<file path="config.mk">
export PLATFORM = sky130hd
export DESIGN_NAME = clock_set_ctrl_flat
export DESIGN_NICKNAME = d
export VERILOG_FILES = /design/src/rtl/clock_set_ctrl_if.sv /design/src/rtl/clock_set_ctrl.sv /design/src/flat_wrapper.sv
export SDC_FILE = /design/constraint.sdc
export NUM_CORES = 1
export LEC_CHECK = 0
export ABC_CLOCK_PERIOD_IN_PS = 4150
export CORE_AREA = 2 2 96 98
export CTS_CLUSTER_SIZE = 16
export DETAILED_ROUTE_END_ITERATION = 7
export DIE_AREA = 0 0 98 100
export GPL_ROUTABILITY_DRIVEN = 0
export HOLD_SLACK_MARGIN = 0.15
export PLACE_DENSITY = 0.78
export RECOVER_POWER = 50
export SYNTH_ARGS = -nofsm -noshare
export SYNTH_HDL_FRONTEND = slang
export SYNTH_SLANG_ARGS = --single-unit
</file>
<file path="constraint.sdc">
create_clock -name i_clk -period 4.15 [get_ports i_clk]
set_clock_uncertainty 0.15 [all_clocks]
set_input_delay 0.83 -clock i_clk [delete_from_list [all_inputs] [get_ports i_clk]]
set_output_delay 0.83 -clock i_clk [all_outputs]
set_load 0.02 [all_outputs]
</file>
<file path="src/rtl/clock_set_ctrl_if.sv">
// Signal bundle between the time-setting controller, its buttons/prescaler and the BCD counters.
// The controller takes the master side.
interface clock_set_ctrl_if;
    logic       i_tick;
    logic       i_btn_mode;
    logic       i_btn_up;
    logic [7:0] i_hours;
    logic [7:0] i_minutes;
    logic       o_ena_hr;
    logic       o_ena_min;
    logic       o_wr_hr;
    logic       o_wr_min;
    logic [7:0] o_hr_val;
    logic [7:0] o_min_val;
    logic [1:0] o_mode;
    logic       o_blink;

    modport master (
        input  i_tick, i_btn_mode, i_btn_up, i_hours, i_minutes,
        output o_ena_hr, o_ena_min, o_wr_hr, o_wr_min, o_hr_val, o_min_val, o_mode, o_blink
    );

    modport slave (
        output i_tick, i_btn_mode, i_btn_up, i_hours, i_minutes,
        input  o_ena_hr, o_ena_min, o_wr_hr, o_wr_min, o_hr_val, o_min_val, o_mode, o_blink
    );
endinterface

</file>
<file path="src/rtl/clock_set_ctrl.sv">
// Time-setting controller: debounces mode/up buttons and runs RUN -> SET_HR -> SET_MIN,
// freezing and reloading the hour/minute BCD counters while a field is being set.
module clock_set_ctrl #(
    parameter int unsigned DEBOUNCE_CYCLES = 1_000_000,
    parameter int unsigned BLINK_CYCLES    = 50_000_000
) (
    input logic              i_clk,
    input logic              i_reset,
    clock_set_ctrl_if.master bus
);

    localparam int unsigned DbW = $clog2(DEBOUNCE_CYCLES + 1);
    localparam int unsigned BlW = $clog2(BLINK_CYCLES + 1);

    typedef enum logic [1:0] {
        StRun    = 2'd0,
        StSetHr  = 2'd1,
        StSetMin = 2'd2
    } state_e;

    // Bit 0 is the mode button, bit 1 the up button.
    logic [1:0]          btn_raw;
    logic [1:0]          sync1_q, sync2_q;
    logic [1:0]          deb_q, deb_d;
    logic [1:0]          press_q, press_d;
    logic [1:0][DbW-1:0] db_cnt_q, db_cnt_d;

    state_e         state_q, state_d;
    logic [7:0]     hr_q, hr_d;
    logic [7:0]     min_q, min_d;
    logic           blink_q, blink_d;
    logic [BlW-1:0] blink_cnt_q, blink_cnt_d;

    logic           mode_press, up_press;
    logic           blink_step;
    logic [BlW-1:0] blink_cnt_step;
    logic           ena_hr, ena_min, wr_hr, wr_min, blink_out;
    logic [1:0]     mode_code;

    function automatic logic [7:0] capture_hr(input logic [7:0] v);
        if (v[7:4] > 4'd1 || v[3:0] > 4'd9 || v > 8'h11) return 8'h00;
        return v;
    endfunction

    function automatic logic [7:0] capture_min(input logic [7:0] v);
        if (v[7:4] > 4'd5 || v[3:0] > 4'd9) return 8'h00;
        return v;
    endfunction

    function automatic logic [7:0] inc_hr(input logic [7:0] v);
        if (v == 8'h11) return 8'h00;
        if (v[3:0] == 4'd9) return {v[7:4] + 4'd1, 4'd0};
        return {v[7:4], v[3:0] + 4'd1};
    endfunction

    function automatic logic [7:0] inc_min(input logic [7:0] v);
        if (v == 8'h59) return 8'h00;
        if (v[3:0] == 4'd9) return {v[7:4] + 4'd1, 4'd0};
        return {v[7:4], v[3:0] + 4'd1};
    endfunction

    assign btn_raw = {bus.i_btn_up, bus.i_btn_mode};

    // Level flips only after DEBOUNCE_CYCLES consecutive mismatching cycles.
    always_comb begin
        deb_d    = deb_q;
        press_d  = '0;
        db_cnt_d = '0;
        for (int i = 0; i < 2; i++) begin
            if (sync2_q[i] != deb_q[i]) begin
                if (db_cnt_q[i] == DbW'(DEBOUNCE_CYCLES - 1)) begin
                    deb_d[i]   = sync2_q[i];
                    press_d[i] = sync2_q[i];
                end else begin
                    db_cnt_d[i] = db_cnt_q[i] + 1'b1;
                end
            end
        end
    end

    always_ff @(posedge i_clk or posedge i_reset) begin
        if (i_reset) begin
            sync1_q  <= '0;
            sync2_q  <= '0;
            deb_q    <= '0;
            press_q  <= '0;
            db_cnt_q <= '0;
        end else begin
            sync1_q  <= btn_raw;
            sync2_q  <= sync1_q;
            deb_q    <= deb_d;
            press_q  <= press_d;
            db_cnt_q <= db_cnt_d;
        end
    end

    assign mode_press = press_q[0];
    assign up_press   = press_q[1] & ~press_q[0];

    always_comb begin
        blink_step     = blink_q;
        blink_cnt_step = blink_cnt_q + 1'b1;
        if (blink_cnt_q == BlW'(BLINK_CYCLES - 1)) begin
            blink_step     = ~blink_q;
            blink_cnt_step = '0;
        end
    end

    always_comb begin
        state_d     = state_q;
        hr_d        = hr_q;
        min_d       = min_q;
        blink_d     = blink_q;
        blink_cnt_d = blink_cnt_q;
        ena_hr      = bus.i_tick;
        ena_min     = bus.i_tick;
        wr_hr       = 1'b0;
        wr_min      = 1'b0;
        mode_code   = 2'd0;
        blink_out   = 1'b1;
        case (state_q)
            StSetHr: begin
                ena_hr    = 1'b1;
                wr_hr     = 1'b1;
                ena_min   = 1'b0;
                mode_code = 2'd1;
                blink_out = blink_q;
                if (mode_press) begin
                    state_d     = StSetMin;
                    min_d       = capture_min(bus.i_minutes);
                    blink_d     = 1'b1;
                    blink_cnt_d = '0;
                end else begin
                    if (up_press) hr_d = inc_hr(hr_q);
                    blink_d     = blink_step;
                    blink_cnt_d = blink_cnt_step;
                end
            end
            StSetMin: begin
                ena_min   = 1'b1;
                wr_min    = 1'b1;
                ena_hr    = 1'b0;
                mode_code = 2'd2;
                blink_out = blink_q;
                if (mode_press) begin
                    state_d     = StRun;
                    blink_d     = 1'b1;
                    blink_cnt_d = '0;
                end else begin
                    if (up_press) min_d = inc_min(min_q);
                    blink_d     = blink_step;
                    blink_cnt_d = blink_cnt_step;
                end
            end
            default: begin
                // Capture on entry so the first write cycle already carries a clean value.
                if (mode_press) begin
                    state_d     = StSetHr;
                    hr_d        = capture_hr(bus.i_hours);
                    blink_d     = 1'b1;
                    blink_cnt_d = '0;
                end
            end
        endcase
    end

    always_ff @(posedge i_clk or posedge i_reset) begin
        if (i_reset) begin
            state_q     <= StRun;
            hr_q        <= 8'h00;
            min_q       <= 8'h00;
            blink_q     <= 1'b1;
            blink_cnt_q <= '0;
        end else begin
            state_q     <= state_d;
            hr_q        <= hr_d;
            min_q       <= min_d;
            blink_q     <= blink_d;
            blink_cnt_q <= blink_cnt_d;
        end
    end

    assign bus.o_ena_hr  = ena_hr;
    assign bus.o_ena_min = ena_min;
    assign bus.o_wr_hr   = wr_hr;
    assign bus.o_wr_min  = wr_min;
    assign bus.o_hr_val  = hr_q;
    assign bus.o_min_val = min_q;
    assign bus.o_mode    = mode_code;
    assign bus.o_blink   = blink_out;

endmodule
</file>
<file path="src/flat_wrapper.sv">
// flat-port wrapper written by rule: the top's interface ports become plain ports
module clock_set_ctrl_flat 
#(
    parameter int unsigned DEBOUNCE_CYCLES = 1_000_000,
    parameter int unsigned BLINK_CYCLES    = 50_000_000
)
  (i_clk, i_reset, bus_i_tick, bus_i_btn_mode, bus_i_btn_up, bus_i_hours, bus_i_minutes, bus_o_ena_hr, bus_o_ena_min, bus_o_wr_hr, bus_o_wr_min, bus_o_hr_val, bus_o_min_val, bus_o_mode, bus_o_blink);
  clock_set_ctrl_if bus_i ();
  input logic i_clk;
  input logic i_reset;
  input wire logic [$bits(bus_i.i_tick)-1:0] bus_i_tick;
  input wire logic [$bits(bus_i.i_btn_mode)-1:0] bus_i_btn_mode;
  input wire logic [$bits(bus_i.i_btn_up)-1:0] bus_i_btn_up;
  input wire logic [$bits(bus_i.i_hours)-1:0] bus_i_hours;
  input wire logic [$bits(bus_i.i_minutes)-1:0] bus_i_minutes;
  output wire logic [$bits(bus_i.o_ena_hr)-1:0] bus_o_ena_hr;
  output wire logic [$bits(bus_i.o_ena_min)-1:0] bus_o_ena_min;
  output wire logic [$bits(bus_i.o_wr_hr)-1:0] bus_o_wr_hr;
  output wire logic [$bits(bus_i.o_wr_min)-1:0] bus_o_wr_min;
  output wire logic [$bits(bus_i.o_hr_val)-1:0] bus_o_hr_val;
  output wire logic [$bits(bus_i.o_min_val)-1:0] bus_o_min_val;
  output wire logic [$bits(bus_i.o_mode)-1:0] bus_o_mode;
  output wire logic [$bits(bus_i.o_blink)-1:0] bus_o_blink;
  assign bus_i.i_tick = bus_i_tick;
  assign bus_i.i_btn_mode = bus_i_btn_mode;
  assign bus_i.i_btn_up = bus_i_btn_up;
  assign bus_i.i_hours = bus_i_hours;
  assign bus_i.i_minutes = bus_i_minutes;
  assign bus_o_ena_hr = bus_i.o_ena_hr;
  assign bus_o_ena_min = bus_i.o_ena_min;
  assign bus_o_wr_hr = bus_i.o_wr_hr;
  assign bus_o_wr_min = bus_i.o_wr_min;
  assign bus_o_hr_val = bus_i.o_hr_val;
  assign bus_o_min_val = bus_i.o_min_val;
  assign bus_o_mode = bus_i.o_mode;
  assign bus_o_blink = bus_i.o_blink;
  clock_set_ctrl #(.DEBOUNCE_CYCLES(DEBOUNCE_CYCLES), .BLINK_CYCLES(BLINK_CYCLES)) u_core (.i_clk(i_clk), .i_reset(i_reset), .bus(bus_i));
endmodule
</file>
Yosys cells after proc, flatten, opt, wreduce, memory -nomap -nowiden

Cells that the tools add are included.

Output and inout port bits: 23
Register bits after elaboration: 93
Input port bits: 21
Word-level logic and storage cells: 133

$add $sub $neg: 7
Muxes and demuxes: 70
Magnitude comparators: 5
Bitwise logic cells: 4
Eq/ne operators: 17
Reductions and logical operators: 16

Operators with widths:

| kind                                                                            | count |
|---|---|
| 8-bit two-way mux                                                               | 18 |
| 26-bit two-way mux                                                              | 4 |
| 20-bit two-way mux                                                              | 4 |
| 20-bit by 1-bit adder with 20-bit output, second input constant                 | 2 |
| 20-bit == test, second input constant                                           | 2 |
| 1-bit two-way mux                                                               | 35 |
| 8-bit one-hot mux with 2 select lines                                           | 2 |
| 26-bit by 1-bit adder with 26-bit output, second input constant                 | 1 |
| 26-bit == test, second input constant                                           | 1 |
| 4-bit by 1-bit adder with 4-bit output, second input constant                   | 4 |
| 5-bit AND reduction                                                             | 2 |
| 4-bit == test, second input constant                                            | 2 |
| 8-bit by 5-bit == test with 1-bit output, second input constant                 | 1 |
| 8-bit by 7-bit == test with 1-bit output, second input constant                 | 1 |
| 4-bit greater-than comparator, second input constant                            | 2 |
| 8-bit by 5-bit greater-than comparator with 1-bit output, second input constant | 1 |
| 2-bit one-hot mux with 2 select lines                                           | 2 |
| 4-bit AND reduction                                                             | 2 |
| 2-bit nonzero test                                                              | 4 |
| 2-bit two-way mux                                                               | 3 |
| 2-bit by 1-bit != test with 1-bit output, second input constant                 | 3 |
| 2-bit AND reduction                                                             | 3 |
| 4-bit by 1-bit greater-than comparator with 1-bit output, second input constant | 1 |
| 4-bit by 3-bit greater-than comparator with 1-bit output, second input constant | 1 |
| 11 further kinds                                                                | 18 |

Longest topological paths before layout

Depth in word-level cells: 14
Gate-level depth with buffers: 8
Gate-level depth less buffers: 7

Worst setup path before layout

No wires, ideal clock.

Path type: register to output
Start: register u_core.state_q[0]
End: output port bus_o_ena_min
Buffers on the path: 1
Data arrival time: 1.651 ns
Stages on the path, launching flop included: 6
Data required time: 3.170 ns
Setup slack: 1.519 ns
Path through: dfrtp_1 > inv_1 > ha_1 > clkbuf_1 > inv_1 > o21ai_0

Longest elaborated chain between the ends: 2
Elaborated cells on any way between the ends: 3
Those cells by class: eq/ne: 2; mux: 1

Ends and longest elaborated chain:

| item                                                                      | RTL line              | source |
|---|---|---|
| start, declared                                                           | clock_set_ctrl.sv:28  | `state_e state_q, state_d;` |
| start signal, assigned                                                    | clock_set_ctrl.sv:169 | `state_q <= StRun;` |
| start signal, assigned                                                    | clock_set_ctrl.sv:175 | `state_q <= state_d;` |
| 2-bit == test or 2-bit by 1-bit == test with 1-bit output (tied branches) | n/a                   |  |
| 1-bit one-hot mux with 2 select lines *                                   | clock_set_ctrl.sv:121 | `case (state_q)` |
| end, declared                                                             | flat_wrapper.sv:17    | `output wire logic [$bits(bus_i.o_ena_min)-1:0] bus_o_ena_min;` |

Every way passes the cells marked *; elsewhere a longest branch is shown, timed or not.

Worst setup path after layout

Start: register u_core.state_q[0]
End: output port bus_o_ena_hr

Longest elaborated chain between the ends: 2
Elaborated cells on any way between the ends: 3
Those cells by class: eq/ne: 2; mux: 1

Ends and longest elaborated chain:

| item                                                                      | RTL line              | source |
|---|---|---|
| 2-bit == test or 2-bit by 1-bit == test with 1-bit output (tied branches) | n/a                   |  |
| 1-bit one-hot mux with 2 select lines *                                   | clock_set_ctrl.sv:121 |  |
| end, declared                                                             | flat_wrapper.sv:16    | `output wire logic [$bits(bus_i.o_ena_hr)-1:0] bus_o_ena_hr;` |

Marks and branches as above.

==> flow_metrics.py <==
metrics = {
    "placed_design": {
        "io_buffers": 43,
        "dp_slack_ps": 1090,
        "dp_hpwl_mm": 6.84,
    },
    "setup_path": {
        "crit_type": "reg2out",
        "r2r-start": "u_core.state_q[0]$_DFFE_PP0P_",
        "cp_top_family": "buffers and inverters",
        "path_buf_inv": 2,
        "critPathLaunchType": "register",
        "cp-end-kind": "output pin",
        "path_cells": "inv_1 > ha_1 > nand2_1 > o21ai_0 > clkdlybuf4s50_1",
        "critPathMaxFanout": 20,
        "slowest_delay_ps": 630,
        "crit_start": "u_core.state_q[0]$_DFFE_PP0P_",
        "required_ps": 3170,
        "crit_slowest_cell": "ha_1",
        "arrival_ps": 2290,
    },
    "timing": {
        "slew_headroom_pct": -30.1,
        "worstMarginPinSlew_ps": 1940,
        "finalHoldViolCount": 0,
        "fmax_mhz": 306,
        "rsz0062_at_grt": "false",
        "setup_viol": 0,
        "fin_crit_ps": 3270,
        "drv_slew": 44,
        "timing.final.crit_share_pct": 78.7,
        "setup_tns_ps": 0,
        "fin_ws_ps": 883,
    },
    "logic_synthesis": {
        "async_reset_ff_share_pct": 100,
        "syn_nets": 552,
        "postSynthAreaPerCell_um2": 9.59,
        "yosys_register_bits": 93,
        "synth_cells": 518,
        "ys_warn_count": 0,
        "synthesis.area_um2": 4970,
        "synth-main-ff-cell": "dfrtp_1",
        "synth_cell_types": 60,
        "ys_seq_area_share_pct": 46.9,
        "synth_edf_count": 0,
    },
    "power": {
        "ir_worst_vdd_v": 0.000288,
        "p_clk_share_pct": 40.8,
        "combPwrFrac_pct": 4.1,
        "leakagePower_nw": 2.38,
        "switching_share_pct": 21.9,
        "powerDensity_nw_per_um2": 292,
        "seqPwrFrac_pct": 55.2,
        "intPower_mw": 1.30,
        "power_switching_mw": 0.365,
    },
    "outcome": {
        "outcome": "complete, but fails checks",
        "violations": "max-capacitance violations, max-slew violations",
    },
    "cells_and_area": {
        "area_delta_synth_final_pct": 14.7,
        "final_layout_size_suffix_gt1_share_pct": 6.55,
        "nNetsFinal": 594,
        "final_cell_mix": "dfrtp_1 (92), nor2_1 (64), nand2_1 (50)",
        "antenna_cells": 0,
        "final_common_cell": "dfrtp_1",
    },
    "floorplan": {
        "die-width_um": 98,
        "num_rows": 35,
        "ios": 44,
        "core_um2": 8890,
        "start_util_pct": 55.9,
        "die_area_um2": 9800,
        "die_y_um": 100,
    },
    "global_route": {
        "grt_antenna_before_repair": 0,
        "grt_usage_pct": 21.5,
        "grt_pass1_wl_mm": 17.6,
        "grt_max_degree": 51,
        "first_global_vias": 3823,
        "grt_overflow_total": 0,
    },
    "clocking": {
        "hold_buffers": 0,
        "insertion_delay_ps": 360,
        "cts_buffer_depth": 2,
        "cts.htree.levels": 3,
        "cts_made_buffers": 9,
        "cts_tree": "done",
        "cts_resized": 0,
        "clock_sinks": 93,
        "cts.clk_slew.worst_paths_ps": 90,
        "clk_root_buffer_cell": "clkbuf_8",
        "postCtsSetupBuffers": 0,
    },
    "detailed_routing": {
        "drcViolationCount": 0,
        "drt_iter0_markers": 208,
        "ant_nets": 0,
        "routed_wl_mm": 9.80,
        "num_vias": 3880,
        "vias_per_cell": 5.74,
        "wire_per_inst_um": 14.5,
        "dr.pass1.iters": 4,
    },
    "run": {
        "maxCapViolations": 1,
    },
    "worst_hold_path": {
        "min-delay-start": "u_core.sync1_q[0]$_DFF_PP0_",
        "hold_class": "reg2reg",
    },
}
==> stage by stage <==
stage                     power, mW  utilization (%)  instance area [µm²]  instances  hold WS [ps]
after global placement         1.00             61.8                 5490        660           184
after floorplan               0.971                -                 4970        518           181
after detailed placement       1.01             61.8                 5490        660           185
after CTS                      1.68             64.3                 5710        676           205
final                          1.67             64.1                 5700        676           203
after global routing           1.72             64.1                 5700        676           214
==> synth_stat cells, types with 2 or more instances <==
cell / count / area, µm²
a211oi_1: 2 / 15.0
buf_6: 2 / 22.5
ha_1: 13 / 163
nand2_1: 50 / 188
dfrtp_1: 92 / 2300
inv_1: 16 / 60.1
clkbuf_1: 8 / 30.0
a21o_1: 3 / 22.5
buf_4: 2 / 15.0
o211ai_1: 2 / 15.0
and3_1: 11 / 68.8
xor2_1: 27 / 236
mux2_2: 4 / 45.0
and4_1: 4 / 35.0
o31ai_1: 4 / 30.0
or3_1: 2 / 12.5
a22o_1: 7 / 61.3
nor3b_1: 8 / 60.1
buf_2: 3 / 15.0
xnor2_1: 17 / 149
nor4_1: 6 / 37.5
nor4b_1: 2 / 17.5
nand4_1: 20 / 125
o21a_1: 3 / 22.5
a21oi_1: 18 / 90.1
or4_1: 2 / 15.0
nor3_1: 7 / 35.0
or2_2: 2 / 12.5
nand3b_1: 5 / 37.5
nor2b_1: 6 / 37.5
nor4bb_1: 2 / 20.0
o21ai_0: 23 / 115
nor3_4: 2 / 32.5
nand2b_1: 8 / 50.1
nand3_1: 36 / 180
nor2_1: 64 / 240
mux2i_1: 3 / 30.0
a31oi_1: 10 / 62.6
==> logic make-up (layout without fill, tap and decap cells) <==
logic type	after synthesis	after routing	share of synthesized area [%]
AND/OR/NAND/NOR	249	249	27.0
flip-flops	93	93	46.9
AO/OA/AOI/OAI	81	81	10.7
XOR/XNOR	44	44	7.76
buffers and inverters	31	78	2.87
adder cells (fa/ha/maj)	13	13	3.27
multiplexers	7	7	1.51
==> state kept, by name (all words and copies together) (netlist names), 2 cells and up <==
name,flops
u_core.deb_q,2
u_core.blink_cnt_q,26
u_core.db_cnt_q,40
u_core.state_q,2
u_core.press_q,2
u_core.bus.o_min_val,8
u_core.bus.o_hr_val,8
u_core.sync1_q,2
u_core.sync2_q,2
==> final cells by class <==
class,instances,area [µm²]
inverters,16,61.3
clock buffers,11,141
well taps,111,139
repair buffers,46,465
multi-input cells,394,2480
flip-flops and latches,93,2330
fillers,715,3190
clock inverters,5,81.3
==> path summary, 6_finish.rpt <==
| path | slack [ps] | to | depth (start not counted) |
|---|---|---|---|
| setup reg to reg | 1330 | u_core.blink_cnt_q[21]$_DFFE_PP0P_ | 7 |
| min in group asynchronous | 1260 | u_core.db_cnt_q[37]$_DFF_PP0_ | 2 |
| hold reg to reg | 200 | u_core.sync2_q[0]$_DFF_PP0_ | 0 |
| setup / recovery | 880 | bus_o_ena_hr | 5 |
| max in group asynchronous | 1640 | u_core.blink_cnt_q[24]$_DFFE_PP0P_ | 3 |
| hold / removal | 200 | u_core.sync2_q[0]$_DFF_PP0_ | 0 |
==> power by group through the flow <==
stage	registers [mW]	logic [mW]	clock network, mW
5_1_grt	0.920	0.0779	0.724
2_1_floorplan	0.936	0.0347	0
4_1_cts	0.919	0.0701	0.689
6_report	0.919	0.0678	0.679
3_3_place_gp	0.936	0.0684	0
3_5_place_dp	0.937	0.0698	0
==> layer usage <==
metal | wire [µm] | GRT usage [%]
met1 | 4600 | 29.5
met2 | 4710 | 36.0
met3 | 390 | 4.04
met4 | 107 | 4.81
met5 | 0 | 0
Power figures use the tool's default switching activity.
